==> config.mk <==
export PLATFORM = sky130hd
export DESIGN_NAME = ddr2_cmd_arbiter
export DESIGN_NICKNAME = d
export VERILOG_FILES = /design/src/rtl/ddr2_arb_pkg.sv /design/src/rtl/ddr2_tag_fifo.sv /design/src/rtl/ddr2_cmd_arbiter.sv
export SDC_FILE = /design/constraint.sdc
export NUM_CORES = 1
export LEC_CHECK = 0
export CAP_MARGIN = 20
export CORE_AREA = 3 3 138 140
export DETAILED_ROUTE_END_ITERATION = 12
export DIE_AREA = 0 0 141 143
export GPL_TIMING_DRIVEN = 0
export HOLD_SLACK_MARGIN = 0.15
export PLACE_DENSITY = 0.81
export REMOVE_ABC_BUFFERS = 1
export SLEW_MARGIN = 20
export SYNTH_ARGS = -nofsm -noshare
export SYNTH_HDL_FRONTEND = slang
export SYNTH_SLANG_ARGS = --single-unit
==> constraint.sdc <==
create_clock -name clk -period 5.49 [get_ports clk]
set_input_delay 1.098 -clock clk [delete_from_list [all_inputs] [get_ports clk]]
set_output_delay 1.098 -clock clk [all_outputs]
set_load 0.02 [all_outputs]
==> src/rtl/ddr2_arb_pkg.sv <==
// ddr2_arb_pkg: command codes, read tag record and burst sizing shared by the DDR2 command arbiter
package ddr2_arb_pkg;
    typedef enum logic [2:0] {
        NOP = 3'd0,
        SCR = 3'd1,
        SCW = 3'd2,
        BLR = 3'd3,
        BLW = 3'd4,
        ATR = 3'd5,
        ATW = 3'd6
    } cmd_e;

    typedef struct packed {
        logic [2:0] id;
        logic [5:0] words;
    } tag_t;

    localparam int FILL_MAX_DEF = 64;
    localparam int HEADROOM_DEF = 2;

    function automatic logic [5:0] burst_words(input logic [2:0] c, input logic [1:0] s);
        return (c == BLR || c == BLW) ? {1'b0, s, 3'b000} + 6'd8 : 6'd1;
    endfunction

    function automatic logic is_read(input logic [2:0] c);
        return c == SCR || c == BLR || c == ATR;
    endfunction
endpackage

==> src/rtl/ddr2_tag_fifo.sv <==
// ddr2_tag_fifo: in-order FIFO of outstanding read tags; push and pop may coincide even when full
module ddr2_tag_fifo
    import ddr2_arb_pkg::*;
#(
    parameter int DEPTH = 8
) (
    input  logic                       clk,
    input  logic                       reset,
    input  logic                       push,
    input  tag_t                       wdata,
    input  logic                       pop,
    output tag_t                       rdata,
    output logic                       full,
    output logic                       empty,
    output logic [$clog2(DEPTH):0]     cnt
);
    localparam int AW = $clog2(DEPTH);

    tag_t mem [DEPTH];
    logic [AW:0] wp, rp;
    logic do_push, do_pop;

    assign cnt     = wp - rp;
    assign empty   = cnt == '0;
    assign full    = cnt == (AW+1)'(DEPTH);
    assign do_pop  = pop & ~empty;
    assign do_push = push & (~full | do_pop);
    assign rdata   = mem[rp[AW-1:0]];

    always_ff @(posedge clk or negedge reset)
        if (!reset) begin
            wp <= '0;
            rp <= '0;
        end else begin
            if (do_push) wp <= wp + 1'b1;
            if (do_pop) rp <= rp + 1'b1;
        end

    always_ff @(posedge clk)
        if (do_push) mem[wp[AW-1:0]] <= wdata;
endmodule

==> src/rtl/ddr2_cmd_arbiter.sv <==
// ddr2_cmd_arbiter: round-robin sharing of the DDR2 controller host port, with block-write
// streaming and in-order routing of read returns back to the issuing requester
module ddr2_cmd_arbiter
    import ddr2_arb_pkg::*;
#(
    parameter int NUM_REQ   = 4,
    parameter int TAG_DEPTH = 8,
    parameter int FILL_MAX  = FILL_MAX_DEF,
    parameter int HEADROOM  = HEADROOM_DEF
) (
    input  logic                      clk,
    input  logic                      reset,
    input  logic [NUM_REQ-1:0]        req_valid,
    input  logic [NUM_REQ-1:0][2:0]   req_cmd,
    input  logic [NUM_REQ-1:0][1:0]   req_sz,
    input  logic [NUM_REQ-1:0][2:0]   req_op,
    input  logic [NUM_REQ-1:0][24:0]  req_addr,
    input  logic [NUM_REQ-1:0][15:0]  req_din,
    output logic [NUM_REQ-1:0]        req_ready,
    output logic [NUM_REQ-1:0]        wdata_pop,
    output logic [NUM_REQ-1:0]        rsp_valid,
    output logic [15:0]               rsp_data,
    output logic [24:0]               rsp_addr,
    output logic [2:0]                cmd,
    output logic [1:0]                sz,
    output logic [2:0]                op,
    output logic [15:0]               din,
    output logic [24:0]               addr,
    output logic                      fetching,
    input  logic [6:0]                fillcount,
    input  logic                      notfull,
    input  logic [15:0]               dout,
    input  logic [24:0]               raddr,
    input  logic                      validout,
    output logic                      busy,
    output logic                      err_unexp_rsp
);
    localparam int IW = $clog2(NUM_REQ);
    localparam int AW = $clog2(TAG_DEPTH);

    typedef enum logic {ARB, WDATA} state_e;

    state_e               state;
    logic                 g_valid, found, decide, tag_block, tag_full, tag_empty, push, pop, hit;
    logic [IW-1:0]        g_id, ptr, off, win;
    logic [IW:0]          sum;
    logic [2:0]           g_cmd;
    logic [5:0]           g_words, wcnt, rcnt;
    logic [NUM_REQ-1:0]   elig, g_hot;
    logic [2*NUM_REQ-1:0] elig_rot;
    logic [AW:0]          tag_cnt;
    tag_t                 head, push_tag;

    // A read in its issue cycle has not reached the FIFO yet, so reserve its slot now
    assign tag_block = tag_full | (g_valid & is_read(g_cmd) & (tag_cnt == (AW+1)'(TAG_DEPTH - 1)));

    always_comb begin
        elig = '0;
        for (int i = 0; i < NUM_REQ; i++)
            elig[i] = req_valid[i] & notfull & ~(g_valid & (g_id == IW'(i))) &
                      (is_read(req_cmd[i]) ? ~tag_block :
                       req_cmd[i] == BLW ? (8'(fillcount) + 8'(burst_words(req_cmd[i], req_sz[i])) +
                                            8'(HEADROOM) <= 8'(FILL_MAX)) :
                       (req_cmd[i] == SCW || req_cmd[i] == ATW));
    end

    assign elig_rot = {elig, elig} >> ptr;

    always_comb begin
        found = 1'b0;
        off   = '0;
        for (int k = NUM_REQ - 1; k >= 0; k--)
            if (elig_rot[k]) begin
                found = 1'b1;
                off   = IW'(k);
            end
    end

    assign sum    = {1'b0, ptr} + {1'b0, off};
    assign win    = (sum >= (IW+1)'(NUM_REQ)) ? IW'(sum - (IW+1)'(NUM_REQ)) : sum[IW-1:0];
    assign decide = (state == ARB) & found;

    always_ff @(posedge clk or negedge reset)
        if (!reset) begin
            state   <= ARB;
            g_valid <= 1'b0;
            g_id    <= '0;
            g_cmd   <= '0;
            g_words <= '0;
            ptr     <= '0;
            wcnt    <= '0;
        end else begin
            g_valid <= decide;
            if (decide) begin
                g_id    <= win;
                g_cmd   <= req_cmd[win];
                g_words <= burst_words(req_cmd[win], req_sz[win]);
                ptr     <= (win == IW'(NUM_REQ - 1)) ? '0 : win + 1'b1;
                wcnt    <= '0;
                state   <= (req_cmd[win] == BLW) ? WDATA : ARB;
            end else if (state == WDATA) begin
                wcnt <= wcnt + 6'd1;
                if (wcnt == g_words - 6'd1) state <= ARB;
            end
        end

    assign g_hot     = NUM_REQ'(1) << g_id;
    assign fetching  = g_valid | (state == WDATA);
    assign cmd       = g_valid ? g_cmd : '0;
    assign req_ready = g_valid ? g_hot : '0;
    assign wdata_pop = fetching ? g_hot : '0;
    assign din       = fetching ? req_din[g_id] : '0;
    assign sz        = g_valid ? req_sz[g_id] : '0;
    assign op        = g_valid ? req_op[g_id] : '0;
    assign addr      = g_valid ? req_addr[g_id] : '0;

    assign push     = g_valid & is_read(g_cmd);
    assign push_tag = '{id: 3'(g_id), words: g_words};
    assign hit      = validout & ~tag_empty;
    assign pop      = hit & (rcnt + 6'd1 == head.words);

    ddr2_tag_fifo #(.DEPTH(TAG_DEPTH)) u_tags (
        .clk   (clk),
        .reset (reset),
        .push  (push),
        .wdata (push_tag),
        .pop   (pop),
        .rdata (head),
        .full  (tag_full),
        .empty (tag_empty),
        .cnt   (tag_cnt)
    );

    assign rsp_valid = hit ? NUM_REQ'(1) << head.id : '0;
    assign rsp_data  = hit ? dout : '0;
    assign rsp_addr  = hit ? raddr : '0;
    assign busy      = (state != ARB) | ~tag_empty;

    always_ff @(posedge clk or negedge reset)
        if (!reset) begin
            rcnt          <= '0;
            err_unexp_rsp <= 1'b0;
        end else begin
            if (hit) rcnt <= pop ? '0 : rcnt + 6'd1;
            if (validout & tag_empty) err_unexp_rsp <= 1'b1;
        end
endmodule

# Word level (Yosys, flattened, before mapping)
# Memories as Yosys holds them, arrays and structs flattened.
# Cells that the tools add are included.
[classes] add_sub_neg=22 n_lt_le_gt_ge=7 eq_ne=37 shift=3 muxes=54 n_bitwise=36 n_reduce_logical=22
[op_table] cell="25-bit two-way mux" n=3
[op_table] cell="25-bit binary-select mux with 2-bit select" n=1
[op_table] cell="16-bit two-way mux" n=3
[op_table] cell="6-bit two-way mux" n=8
[op_table] cell="3-bit == test (second input constant)" n=14
[op_table] cell="7-bit by 6-bit adder with 8-bit output" n=4
[op_table] cell="8-bit by 2-bit adder with 8-bit output (second input constant)" n=4
[op_table] cell="16-bit binary-select mux with 2-bit select" n=1
[op_table] cell="8-bit by 7-bit less-or-equal comparator with 1-bit output (second input constant)" n=4
[op_table] cell="5-bit by 4-bit adder with 6-bit output (second input constant)" n=5
[op_table] cell="3-bit by 2-bit == test with 1-bit output (second input constant)" n=10
[op_table] cell="1-bit AND" n=24
[op_table] cell="1-bit logical OR" n=19
[op_table] cell="1-bit two-way mux" n=18
[op_table] cell="2-bit two-way mux" n=9
[op_table] cell="3-bit by 1-bit == test with 1-bit output (second input constant)" n=5
[op_table] cell="6-bit by 1-bit adder with 6-bit output (second input constant)" n=2
[op_table] cell="3-bit binary-select mux with 2-bit select" n=2
[op_table] cell="6-bit == test" n=2
[op_table] cell="3-bit two-way mux" n=4
[op_table] cell="4-bit two-way mux" n=3
[op_table] cell="4-bit by 1-bit adder with 4-bit output (second input constant)" n=2
[op_table] cell="2-bit binary-select mux with 2-bit select" n=2
[op_table] cell="1-bit NOT" n=8
[op_table] cell="18 further kinds" n=24
[word_totals] register_bits=36 ram_bits=64 inputBits=252 out_inout_bits=105 mem_count=1
[memory_table] memory="u_tags.mem" words=8 word_bits=8 rd=1 rd_ports_with_merged_regs=0 write_ports=1 line="ddr2_tag_fifo.sv:19" source="tag_t mem [DEPTH];"

# Depth between registers and ports, before layout
# Gate-level depths: netlist of run 1.
[depth] word_depth=22 depth_mapped=23 depth_no_buf=23

# Modules after synthesis
# A second synthesis of run 1 with hierarchy kept.
[unflattened] cells_unflattened=713 area_unflattened_um2=7971.4
[modules_own_cells] mod="ddr2_cmd_arbiter" n_inst=1 cells_each=529 area_each_um2=4703.3 seq_area_each_um2=650.6
[modules_own_cells] mod="ddr2_tag_fifo" n_inst=1 cells_each=184 area_each_um2=3268.1 seq_area_each_um2=2362.3

# Least setup slack after synthesis of run 1
# Ideal clock, no wire load.
[synth_timing] kind="input to register" start="in req_cmd[6] (netlist bit)" end="reg g_words[0]" setup_ps=125 arrival_time_ps=5442 path_slack_ps=-77 cell_stages=21 path_buffers=1 path_cell_list="nor2_1 > nand2_1 > o21ai_0 > inv_1 > ha_1 > inv_1 > ha_1 > and3b_1 > or4_1 > a222oi_1 > o211ai_1 > a221oi_4 > o211ai_1 > o21ai_0 > nand3_1 > ha_1 > buf_1 > mux4_2 > nor2_1 > a22oi_2 > mux2_2"
[synth_between] elab_chain_cells=22 word_cells_on_any_way=37
[synth_rtl] item="start, declared" line="ddr2_cmd_arbiter.sv:14" source="input logic [NUM_REQ-1:0][2:0] req_cmd,"
[synth_rtl] item="3-bit by 2-bit == test with 1-bit output / 3-bit == test (equally long branches)" line="ddr2_arb_pkg.sv:22, ddr2_arb_pkg.sv:26, ddr2_cmd_arbiter.sv:62"
[synth_rtl] item="1-bit logical OR" line="ddr2_arb_pkg.sv:22" source="return (c == BLR || c == BLW) ? {1'b0, s, 3'b000} + 6'd8 : 6'd1;"
[synth_rtl] item="6-bit two-way mux" line="ddr2_arb_pkg.sv:22"
[synth_rtl] item="7-bit by 6-bit adder with 8-bit output" line="ddr2_cmd_arbiter.sv:62" source="req_cmd[i] == BLW ? (8'(fillcount) + 8'(burst_words(req_cmd[i], req_sz[i])) +"
[synth_rtl] item="8-bit by 2-bit adder with 8-bit output" line="ddr2_cmd_arbiter.sv:62"
[synth_rtl] item="8-bit by 7-bit less-or-equal comparator with 1-bit output" line="ddr2_cmd_arbiter.sv:63" source="8'(HEADROOM) <= 8'(FILL_MAX)) :"
[synth_rtl] item="1-bit two-way mux" line="ddr2_cmd_arbiter.sv:62"
[synth_rtl] item="1-bit two-way mux (*)" line="ddr2_cmd_arbiter.sv:61" source="(is_read(req_cmd[i]) ? ~tag_block :"
[synth_rtl] item="[... 7 more ...]"
[synth_rtl] item="net sum[0]" line="ddr2_cmd_arbiter.sv:46" source="logic [IW:0] sum;"
[synth_rtl] item="3-bit >= comparator / 2-bit by 1-bit subtractor with 2-bit output (equally long branches)" line="ddr2_cmd_arbiter.sv:80" source="assign win = (sum >= (IW+1)'(NUM_REQ)) ? IW'(sum - (IW+1)'(NUM_REQ)) : sum[IW-1:0];"
[synth_rtl] item="2-bit two-way mux (*)" line="ddr2_cmd_arbiter.sv:80"
[synth_rtl] item="3-bit binary-select mux with 2-bit select (*)" line="ddr2_cmd_arbiter.sv:97" source="g_words <= burst_words(req_cmd[win], req_sz[win]);"
[synth_rtl] item="3-bit two-way mux (implied by the code) (*)" line="ddr2_cmd_arbiter.sv:97"
[synth_rtl] item="3-bit by 2-bit == test with 1-bit output / 3-bit == test (equally long branches)" line="ddr2_arb_pkg.sv:22"
[synth_rtl] item="1-bit logical OR (*)" line="ddr2_arb_pkg.sv:22"
[synth_rtl] item="6-bit two-way mux (*)" line="ddr2_arb_pkg.sv:22"
[synth_rtl] item="end signal, assigned" line="ddr2_cmd_arbiter.sv:97"
[synth_rtl] item="end, declared" line="ddr2_cmd_arbiter.sv:48" source="logic [5:0] g_words, wcnt, rcnt;"
# Mark *: on every way through the listed nets, which the timed path passes. The rest lies on a longest branch. The select of a mux whose other input is x is not followed.
# A chain may end at the register's enable or synchronous reset.

# Worst setup path in the final report of run 1
[layout_timing] start="reg u_tags.rp[0]" end="mem u_tags.mem[6][3] (netlist bit), enable pin"
[layout_between] elab_chain_cells=10 word_cells_on_any_way=14
[layout_rtl] item="start, declared" line="ddr2_tag_fifo.sv:20" source="logic [AW:0] wp, rp;"
[layout_rtl] item="start signal, assigned" line="ddr2_tag_fifo.sv:36" source="if (do_pop) rp <= rp + 1'b1;"
[layout_rtl] item="4-bit subtractor" line="ddr2_tag_fifo.sv:23" source="assign cnt = wp - rp;"
[layout_rtl] item="4-bit zero test" line="ddr2_tag_fifo.sv:24" source="assign empty = cnt == '0;"
[layout_rtl] item="1-bit NOT" line="ddr2_tag_fifo.sv:26, ddr2_cmd_arbiter.sv:119"
[layout_rtl] item="1-bit AND" line="ddr2_cmd_arbiter.sv:119" source="assign hit = validout & ~tag_empty;"
[layout_rtl] item="1-bit AND" line="ddr2_cmd_arbiter.sv:120" source="assign pop = hit & (rcnt + 6'd1 == head.words);"
[layout_rtl] item="1-bit AND" line="ddr2_tag_fifo.sv:26" source="assign do_pop = pop & ~empty;"
[layout_rtl] item="1-bit bitwise OR (*)" line="ddr2_tag_fifo.sv:27" source="assign do_push = push & (~full | do_pop);"
[layout_rtl] item="1-bit AND (*)" line="ddr2_tag_fifo.sv:27"
[layout_rtl] item="1-bit two-way mux (*)" line="ddr2_tag_fifo.sv:40" source="if (do_push) mem[wp[AW-1:0]] <= wdata;"
[layout_rtl] item="1-bit two-way mux (implied by the code) (*)" line="ddr2_tag_fifo.sv:40"
[layout_rtl] item="end, declared" line="ddr2_tag_fifo.sv:19"
# Every way passes the cells marked *; elsewhere a longest branch is shown, timed or not.

==> out/results.ini, run 1 <==
[routing]
met3_length_mm = 1.29
detailedRoute.firstIterationViolations = 301
drt_first_pass_iters = 4
avgRoutedWirePerCell_um = 18.9
dr_total_vias = 6674
dr_wl_met2_mm = 12.7
post-route-drc-count = 0
drt_wl_total_mm = 23.4
drt-met1-wl_mm = 9.05
ant_nets = 0
highest_layer = met4
detail_route.vias_per_cell = 5.38

[clock_tree]
clock_tree.htree_level_count = 3
cts_hold_repair.buffers = 0
cts_sinks = 82
cts.root.buffer_cell = sky130_fd_sc_hd__clkbuf_16
clock_tree.buffer_depth = 2
cts.clk_slew.worst_paths_ns = 0.06
tritoncts = done
worst_skew_pair.late_latency_ns = 0.33
cts_inserted_buffers = 9

[floorplan]
die_height_um = 143
starting_density = 0.383
die-width_um = 141
core.rowCount = 49
core_area_um2 = 18000
floorplan.die_area_um2 = 20200
top_ports = 357

[timing]
grt_setup_unrepaired = yes
setup_tns_final_ns = 0
layout_worst_path_cycle_share = 0.965
final_report_hold_violation_count = 0
tightestPinTransition_ns = 0.995
layout_min_cycle_time_ns = 5.30
setup_viol = 0
finalClockSkew_ns = 0.0108
fmax_ghz = 0.189
slew_headroom = 0.332
final-max-slew-violation-count = 0

[logic_synthesis]
synth_async_sr_flop_share = 0.415
synth_warnings = 0
synth-main-ff-cell = sky130_fd_sc_hd__edfxtp_1
postSynthRegisterBits = 82
synth.yosys.seq_area_share = 0.333
synth.avg_cell_area_um2 = 10.5
leading_cell_types_by_total_area_after_synthesis = sky130_fd_sc_hd__edfxtp_1 21%, sky130_fd_sc_hd__mux4_2 21%, sky130_fd_sc_hd__dfrtp_1 12%, sky130_fd_sc_hd__ha_1 6.2%, sky130_fd_sc_hd__and2_1 5.3%
synthDistinctLibCells = 63
combined_area_of_all_synthesized_cells_um2 = 6890
yosys.area.top_type = sky130_fd_sc_hd__edfxtp_1
post-synth-top-area-fraction = 0.209
synthesis.instances = 658
synth_enable_flop_cells = 48

[place]
post-dp-hpwl_mm = 18.9
dp_cells = 1211
placer_congestion_estimate = 0.867
port-buffer-count = 356

[flow_run]
cap_viol_max_count = 0

[pwr]
netSwitchingFraction = 0.412
power.net_switching_mw = 2.02
share_comb_of_total_power = 0.644
power_density_nw_per_um2 = 434
internal-power_mw = 2.87
clock_group_share_of_total_power = 0.126
vdd_ir_drop_max_mv = 0.338
leakage_power_nw = 4.44
seqPwrFrac = 0.231

[hold_path]
hp-class = reg2reg
timing.hold.worst.start = err_unexp_rsp$_DFFE_PN0P_

[final_layout]
fin_cells = 1240
multi_input_comb_area_um2 = 4510
drive_gt1_frac = 0.136
area_delta_synth_final_pct = 63.4
antenna_cells = 0
area.sequential_um2 = 2300
nets = 1293
layout.cells.most_common_list = 340 x sky130_fd_sc_hd__clkdlybuf4s50_1, 79 x sky130_fd_sc_hd__nand2_1, 63 x sky130_fd_sc_hd__mux4_2
final.fill_count = 1449
layout.cells.most_common = sky130_fd_sc_hd__clkdlybuf4s50_1

[grt]
grt_pass1_vias = 6778
grt_start_max_net_pins = 45
globalRouteOverflowTotal = 0
grt_first_pass_wirelength_mm = 35.4
grtUsageTotal = 0.221
antenna_violations_before_repair = 0

[setup_path]
critical_path_slowest_stage_cell = sky130_fd_sc_hd__nor3_1
crit_start = u_tags.rp[0]$_DFFE_PN0P_
cp_data_required_time_ns = 5.44
cells_along_the_critical_path = ha_1, fa_1, xor2_1, and3_1, nand2_2, nand2_1, nor4_2, buf_2, nor2_1, nor2_1, nand2_1, nor3_1
critical_path_class = reg2reg
cpPeakStageDelay_ns = 0.79
setup.worst_path.end_class = flop
launching_element_type_of_the_critical_path = flop
dominant_delay_contributor_by_cell_family_on_the_critical_path = simple AND/OR/NAND/NOR gates
critPathArrivalTime_ns = 5.25
worst_r2r_startpoint = u_tags.rp[0]$_DFFE_PN0P_
critical_path.n_buffers_inverters = 1
critical_path.max_fanout = 44

[status]
status = finished, final reports clean

==> worst register-to-register path, delay by kind of cell, from the launching register on <==
family        cells  cell delay [ns]
xor+xnor          1             0.19
fa+ha+maj         2             0.83
buf+inv           1             0.29
flops             1             0.70
simple gates      8             2.90
==> Yosys cell counts (2+ instances only) <==
master	count
sky130_fd_sc_hd__and3_1	46
sky130_fd_sc_hd__o211ai_1	3
sky130_fd_sc_hd__a21oi_1	12
sky130_fd_sc_hd__dfrtp_1	34
sky130_fd_sc_hd__o2111ai_1	3
sky130_fd_sc_hd__nor3_1	17
sky130_fd_sc_hd__mux2i_1	5
sky130_fd_sc_hd__inv_2	2
sky130_fd_sc_hd__nand2b_1	2
sky130_fd_sc_hd__nor2_1	34
sky130_fd_sc_hd__a21boi_0	3
sky130_fd_sc_hd__nor2b_1	6
sky130_fd_sc_hd__nand4_1	2
sky130_fd_sc_hd__and2_1	58
sky130_fd_sc_hd__edfxtp_1	48
sky130_fd_sc_hd__nand2_1	80
sky130_fd_sc_hd__or2_2	2
sky130_fd_sc_hd__nand4b_1	2
sky130_fd_sc_hd__ha_1	34
sky130_fd_sc_hd__a31o_2	2
sky130_fd_sc_hd__o21ai_1	4
sky130_fd_sc_hd__clkbuf_1	28
sky130_fd_sc_hd__inv_1	24
sky130_fd_sc_hd__nand3_1	14
sky130_fd_sc_hd__buf_1	6
sky130_fd_sc_hd__o31ai_1	5
sky130_fd_sc_hd__xnor2_1	18
sky130_fd_sc_hd__a211oi_1	3
sky130_fd_sc_hd__o21a_1	2
sky130_fd_sc_hd__xor2_1	19
sky130_fd_sc_hd__buf_2	2
sky130_fd_sc_hd__nand3b_1	4
sky130_fd_sc_hd__a211o_1	2
sky130_fd_sc_hd__a31oi_1	5
sky130_fd_sc_hd__or4_1	3
sky130_fd_sc_hd__nor3b_1	6
sky130_fd_sc_hd__or3_1	6
sky130_fd_sc_hd__o21ai_0	24
sky130_fd_sc_hd__mux4_2	63
sky130_fd_sc_hd__o41ai_1	2
==> final timing paths <==
kind                                                    to  slack [ns]  cells after the start
worst min register to register   err_unexp_rsp$_DFFE_PN0P_        0.48                      1
worst max-delay path            u_tags.mem[6][3]$_DFFE_PP_        0.19                     12
worst min-delay path             err_unexp_rsp$_DFFE_PN0P_        0.48                      1
min in group asynchronous              wcnt[2]$_DFFE_PN0P_        0.65                      1
worst max register to register  u_tags.mem[6][3]$_DFFE_PP_        0.19                     12
max in group asynchronous              g_id[1]$_DFFE_PN0N_        4.40                      2
==> metrics by stage <==
stage	setup WS (ns)	area (um^2)	hold slack [ns]	utilization	power, mW
3_3_place_gp	-1.07	10600	0.467	0.590	4.02
3_5_place_dp	-1.13	10700	0.465	0.595	4.07
6_report	0.192	11300	0.480	0.626	4.89
4_1_cts	0.00622	11100	0.478	0.617	4.83
2_1_floorplan	0.0756	6750	0.446	-	2.90
5_1_grt	-0.261	11300	0.488	0.626	5.21
==> power by group through the flow <==
| stage | Clock [mW] | Sequential [mW] | Combinational, mW |
|---|---|---|---|
| after detailed placement | 0 | 1.14 | 2.94 |
| after global routing | 0.649 | 1.17 | 3.40 |
| after floorplan | 0 | 1.10 | 1.79 |
| final | 0.614 | 1.13 | 3.15 |
| after global placement | 0 | 1.23 | 2.79 |
| after CTS | 0.622 | 1.13 | 3.07 |
==> layer usage <==
| layer | GRT usage | vias to the layer above |
|---|---|---|
| li1 | - | 3157 |
| met1 | 0.265 | 3263 |
| met2 | 0.412 | 234 |
| met3 | 0.0439 | 20 |
| met4 | 0.0469 | 0 |
| met5 | 0 | - |
==> repair_timing <==
item	in CTS	in global routing
setup endpoints to repair	51	54
buffers inserted	6	7
pin swaps	7	19
resized for setup	17	44
endpoints found under the hold margin	0	0
==> sequential cells by signal, summed over array words and instances (netlist names) <==
name and flops:
err_unexp_rsp 1, g_cmd 3, g_id 2, g_valid 1, g_words 4, ptr 2, rcnt 6, state 1
u_tags.mem 48, u_tags.rp 4, u_tags.wp 4, wcnt 6
==> area by class of cell <==
cell class	count	share of cell area
Multi-Input combinational cell	514	0.401
Timing Repair Buffer	373	0.333
Sequential cell	82	0.204
Tap cell	229	0.0255
Clock buffer	9	0.0200
Inverter	26	0.00867
Clock inverter	7	0.00745
==> cell families after synthesis <==
| logic type | after synthesis | synth area share |
|---|---|---|
| AOI/OAI and AO/OA | 85 | 0.0861 |
| xor gates and xnor gates | 38 | 0.0494 |
| and+or+nand+nor | 287 | 0.218 |
| adders and majority gates | 35 | 0.0647 |
| buffers and inverters | 62 | 0.0342 |
| muxes | 69 | 0.215 |
| DFF | 82 | 0.333 |
Note: power is estimated with default switching activity, not from simulation.
==> run 2: changes to the inputs <==
SLEW_MARGIN = not set   (was 20)
==> out/results.ini, run 2 (same netlist as run 1, synthesis figures left out) <==
[status]
status = finished, final reports clean

[timing]
layout_worst_path_cycle_share = 0.978
tightestPinTransition_ns = 0.985
final_report_hold_violation_count = 0
layout_min_cycle_time_ns = 5.37
setup_tns_final_ns = 0
slew_headroom = 0.339
setup_viol = 0
finalClockSkew_ns = 0.00822
setup_ws_ns = 0.123
fmax_ghz = 0.186
final-max-slew-violation-count = 0

[clock_tree]
clock_tree.buffer_depth = 2
tritoncts = done
worst_skew_pair.late_latency_ns = 0.34
cts.clk_slew.worst_paths_ns = 0.06
clock_tree.htree_level_count = 3
cts_inserted_buffers = 9
cts.root.buffer_cell = sky130_fd_sc_hd__clkbuf_16
cts_sinks = 82
cts_hold_repair.buffers = 0

[grt]
grt_first_pass_wirelength_mm = 35.1
antenna_violations_before_repair = 1
grtUsageTotal = 0.221
grt_pass1_vias = 6669
globalRouteOverflowTotal = 0
grt_start_max_net_pins = 45

[floorplan]
floorplan.die_area_um2 = 20200
starting_density = 0.383
top_ports = 357
die_height_um = 143
core_area_um2 = 18000
die-width_um = 141
core.rowCount = 49

[setup_path]
worst_r2r_startpoint = u_tags.rp[0]$_DFFE_PN0P_
critical_path.max_fanout = 6
critPathArrivalTime_ns = 5.56
crit_start = req_cmd[6]
cp_data_required_time_ns = 5.68
critical_path_class = in2reg
launching_element_type_of_the_critical_path = input port
setup.worst_path.end_class = flop

[flow_run]
cap_viol_max_count = 0

[routing]
drt_first_pass_iters = 4
drt_wl_total_mm = 23.6
avgRoutedWirePerCell_um = 19.0
post-route-drc-count = 0
detailedRoute.firstIterationViolations = 371
ant_nets = 0
dr_total_vias = 6755
detail_route.vias_per_cell = 5.42

[pwr]
power_density_nw_per_um2 = 434
leakage_power_nw = 4.49
vdd_ir_drop_max_mv = 0.390

[final_layout]
area_delta_synth_final_pct = 64.5
nets = 1298
drive_gt1_frac = 0.142
layout.cells.most_common_list = 340 x sky130_fd_sc_hd__clkdlybuf4s50_1, 77 x sky130_fd_sc_hd__nand2_1, 63 x sky130_fd_sc_hd__mux4_2
layout.core_utilization = 0.631
largest_register_ffs = 48
layout.cells.most_common = sky130_fd_sc_hd__clkdlybuf4s50_1

[place]
port-buffer-count = 356
post-dp-hpwl_mm = 18.7
pre_cts_ws_ns = -1.16
placer_congestion_estimate = 0.867

[hold_path]
hp-class = reg2reg
timing.hold.worst.start = err_unexp_rsp$_DFFE_PN0P_

[run 2: layer usage]
metal,track usage,vias up,part of all wire
li1,-,3167,-
met1,0.273,3290,0.38
met2,0.399,264,0.54
met3,0.0392,34,0.061
met4,0.0581,0,0.021
met5,0,-,0
[run 2: final timing paths]
| check | end | slack (ns) | cells after the start |
|---|---|---|---|
| worst min-delay path | err_unexp_rsp$_DFFE_PN0P_ | 0.49 | 1 |
| worst min register to register | err_unexp_rsp$_DFFE_PN0P_ | 0.49 | 1 |
| worst max-delay path | g_words[3]$_DFFE_PN0N_ | 0.12 | 21 |
| min in group asynchronous | rcnt[1]$_DFFE_PN0P_ | 0.83 | 1 |
| max in group asynchronous | g_id[0]$_DFFE_PN0N_ | 4.06 | 1 |
| worst max register to register | u_tags.mem[6][3]$_DFFE_PP_ | 0.44 | 12 |
[run 2: critical path, stage by stage]
cell and delay (ns):
sky130_fd_sc_hd__buf_6 0.12, sky130_fd_sc_hd__nor2_4 0.13, sky130_fd_sc_hd__nand2_2 0.10, sky130_fd_sc_hd__o21ai_4 0.09
sky130_fd_sc_hd__inv_2 0.08, sky130_fd_sc_hd__ha_4 0.18, sky130_fd_sc_hd__inv_2 0.07, sky130_fd_sc_hd__ha_4 0.13
sky130_fd_sc_hd__and3b_2 0.22, sky130_fd_sc_hd__or4_1 0.48, sky130_fd_sc_hd__a222oi_1 0.38, sky130_fd_sc_hd__o211ai_1 0.25
sky130_fd_sc_hd__a221oi_4 0.41, sky130_fd_sc_hd__o211ai_1 0.15, sky130_fd_sc_hd__o21ai_1 0.12, sky130_fd_sc_hd__nand3_1 0.13
sky130_fd_sc_hd__ha_4 0.34, sky130_fd_sc_hd__mux4_2 0.56, sky130_fd_sc_hd__nor2b_4 0.15, sky130_fd_sc_hd__a22oi_2 0.24
sky130_fd_sc_hd__o31ai_1 0.12
[run 2: stage by stage]
| stage | power, mW | instances | hold WS (ns) | instance area [um^2] |
|---|---|---|---|---|
| after floorplan | 2.90 | 622 | 0.446 | 6750 |
| after global placement | 4.02 | 1207 | 0.467 | 10600 |
| after detailed placement | 4.06 | 1210 | 0.465 | 10700 |
| after CTS | 4.78 | 1230 | 0.481 | 11000 |
| after global routing | 5.25 | 1246 | 0.495 | 11300 |
| final | 4.92 | 1246 | 0.485 | 11300 |
[run 2: report_power, final]
part	internal (mW)	switching, mW	leakage (nW)
Clock	0.360	0.254	0.145
Sequential	0.818	0.273	0.864
Combinational	1.73	1.49	3.48
[run 2: cell type report]
type / instances / area, um^2
fill: 1432 / 6640
multi-input combinational: 514 / 4530
timing repair buffer: 378 / 3810
sequential: 82 / 2300
tap: 229 / 287
clock buffer: 9 / 225
inverter: 26 / 97.6
clock inverter: 7 / 82.6
antenna: 1 / 2.50
[run 2: repair_timing]
| action | CTS | global route |
|---|---|---|
| pin swaps | 7 | 16 |
| setup endpoints to repair | 9 | 11 |
| resized for setup | 16 | 52 |
| setup buffers | 4 | 13 |
==> run 3: changes to the inputs <==
CORE_AREA = 3 3 137 139   (was 3 3 138 140)
DIE_AREA = 0 0 140 142   (was 0 0 141 143)
PLACE_DENSITY = 0.82   (was 0.81)
clock period = 6.82 ns   (was 5.49 ns; I/O delays follow)
==> out/results.ini, run 3 (same netlist as run 1, synthesis figures left out) <==
[final_layout]
layout.core_utilization = 0.620
fin_cells = 1229
drive_gt1_frac = 0.101
largest_register_ffs = 48
layout.cells.most_common_list = 355 x sky130_fd_sc_hd__clkdlybuf4s50_1, 80 x sky130_fd_sc_hd__nand2_1, 63 x sky130_fd_sc_hd__mux4_2
area_delta_synth_final_pct = 60.0
multi_input_comb_area_um2 = 4370
nets = 1281
layout.cell_area.non_filler_um2 = 11000
area.sequential_um2 = 2300
layout.cells.most_common = sky130_fd_sc_hd__clkdlybuf4s50_1
final.fill_count = 1444

[routing]
drt_first_pass_iters = 5
detailedRoute.firstIterationViolations = 369
detail_route.vias_per_cell = 5.46
dr_total_vias = 6712
post-route-drc-count = 0
ant_nets = 0
drt_wl_total_mm = 24.0
avgRoutedWirePerCell_um = 19.6

[setup_path]
critical_path.max_fanout = 8
cp.depth = 21
cpPeakStageDelay_ns = 0.62
critical_path.most_common_cell = sky130_fd_sc_hd__ha_1
critical_path.n_buffers_inverters = 3
critical_path_class = in2reg
setup.worst_path.end_class = flop
critical_path_slowest_stage_cell = sky130_fd_sc_hd__mux4_2
cp_data_required_time_ns = 7.05
dominant_delay_contributor_by_cell_family_on_the_critical_path = compound AO/OA/AOI/OAI gates
cells_along_the_critical_path = clkdlybuf4s50_1, nor2_1, nand2_1, o21ai_0, inv_1, ha_1, inv_1, ha_1, and3b_1, or4_1, a222oi_1, o211ai_1, a221oi_4, o211ai_1, o21ai_0, nand3_1, ha_1, mux4_2, nor2_1, a22oi_2, mux2_2
critPathArrivalTime_ns = 6.76
worstRegToRegCells = 12
launching_element_type_of_the_critical_path = input port

[timing]
finalClockSkew_ns = 0.0102
grt_setup_unrepaired = no
tightestPinTransition_ns = 1.22
final_report_hold_violation_count = 0
setup_tns_final_ns = 0
fmax_ghz = 0.153
layout_min_cycle_time_ns = 6.53
layout_worst_path_cycle_share = 0.958
setup_viol = 0
slew_headroom = 0.182
final-max-slew-violation-count = 0

[floorplan]
core.rowCount = 49
die_height_um = 142
top_ports = 357
core_area_um2 = 17800
floorplan.die_area_um2 = 19900
die-width_um = 140
starting_density = 0.387

[pwr]
power_density_nw_per_um2 = 342
vdd_ir_drop_max_mv = 0.215
leakage_power_nw = 4.28
total_power_mw = 3.77

[place]
dpl_cell_area_um2 = 10700
port-buffer-count = 356
dp_cells = 1210
post-dp-hpwl_mm = 19.4
placer_congestion_estimate = 0.947

[grt]
grt_start_max_net_pins = 45
grt_pass1_vias = 6617
antenna_violations_before_repair = 1
grt_first_pass_wirelength_mm = 36.3
grtUsageTotal = 0.230
globalRouteOverflowTotal = 0

[clock_tree]
cts.clk_slew.worst_paths_ns = 0.07
clock_tree.buffer_depth = 2
number_of_buffers_inserted_to_repair_setup_after_cts = 0
cts_resized = 0
cts.root.buffer_cell = sky130_fd_sc_hd__clkbuf_16
worst_skew_pair.late_latency_ns = 0.34
cts_hold_repair.buffers = 0
tritoncts = done
clock_tree.htree_level_count = 3
cts_inserted_buffers = 9
cts_sinks = 82

[hold_path]
whs_path_depth = 1
hp-class = reg2reg

[flow_run]
cap_viol_max_count = 0

[status]
status = finished, final reports clean

-- run 3: cell count changes in the layout (fill, tap and decap cells not counted), sizes merged --
| cell | before | now |
|---|---|---|
| buf | 25 | 6 |
| clkdlybuf4s50 | 340 | 355 |
| dlymetal6s2s | 12 | 0 |
| clkinv | 0 | 2 |
| clkinvlp | 2 | 0 |
| bufinv | 1 | 0 |
| clkbuf | 10 | 11 |
| inv | 30 | 29 |
-- run 3: cell type report --
| cell class | instances | share of cell area |
|---|---|---|
| diodes | 1 | 0.000227 |
| well taps | 229 | 0.0260 |
| multi-input cells | 514 | 0.396 |
| repair buffers | 361 | 0.334 |
| inverters | 26 | 0.00885 |
| clock inverters | 5 | 0.00306 |
| flip-flops and latches | 82 | 0.208 |
| clock buffers | 11 | 0.0234 |
-- run 3: power by group --
part	internal [mW]	leakage (nW)	switching [mW]
sequential	0.658	0.864	0.234
combinational	1.27	3.27	1.14
clock	0.274	0.149	0.195
total	2.20	4.28	1.57
-- run 3: worst paths after layout --
path                                          startpoint                         end  slack [ns]
worst max-delay path                          req_cmd[6]      g_words[0]$_DFFE_PN0N_        0.29
worst min-delay path            u_tags.wp[3]$_DFFE_PN0P_    u_tags.wp[3]$_DFFE_PN0P_        0.49
worst max register to register  u_tags.rp[0]$_DFFE_PN0P_  u_tags.mem[4][7]$_DFFE_PP_        1.52
worst min register to register  u_tags.wp[3]$_DFFE_PN0P_    u_tags.wp[3]$_DFFE_PN0P_        0.49
max in group asynchronous                          reset         g_id[0]$_DFFE_PN0N_        5.14
min in group asynchronous                          reset         rcnt[2]$_DFFE_PN0P_        1.10
-- run 3: layer usage --
metal,GRT usage,vias to the layer above,part of all wire
met1,0.294,3240,0.39
met2,0.395,303,0.51
met4,0.0525,0,0.017
met5,0,-,0
li1,-,3134,-
met3,0.0632,35,0.080
-- run 3: per-stage QoR --
stage,setup WS [ns],hold slack (ns)
6_report,0.286,0.489
2_1_floorplan,1.14,0.446
5_1_grt,0.00838,0.522
3_3_place_gp,0.139,0.463
4_1_cts,0.363,0.488
3_5_place_dp,0.0333,0.476
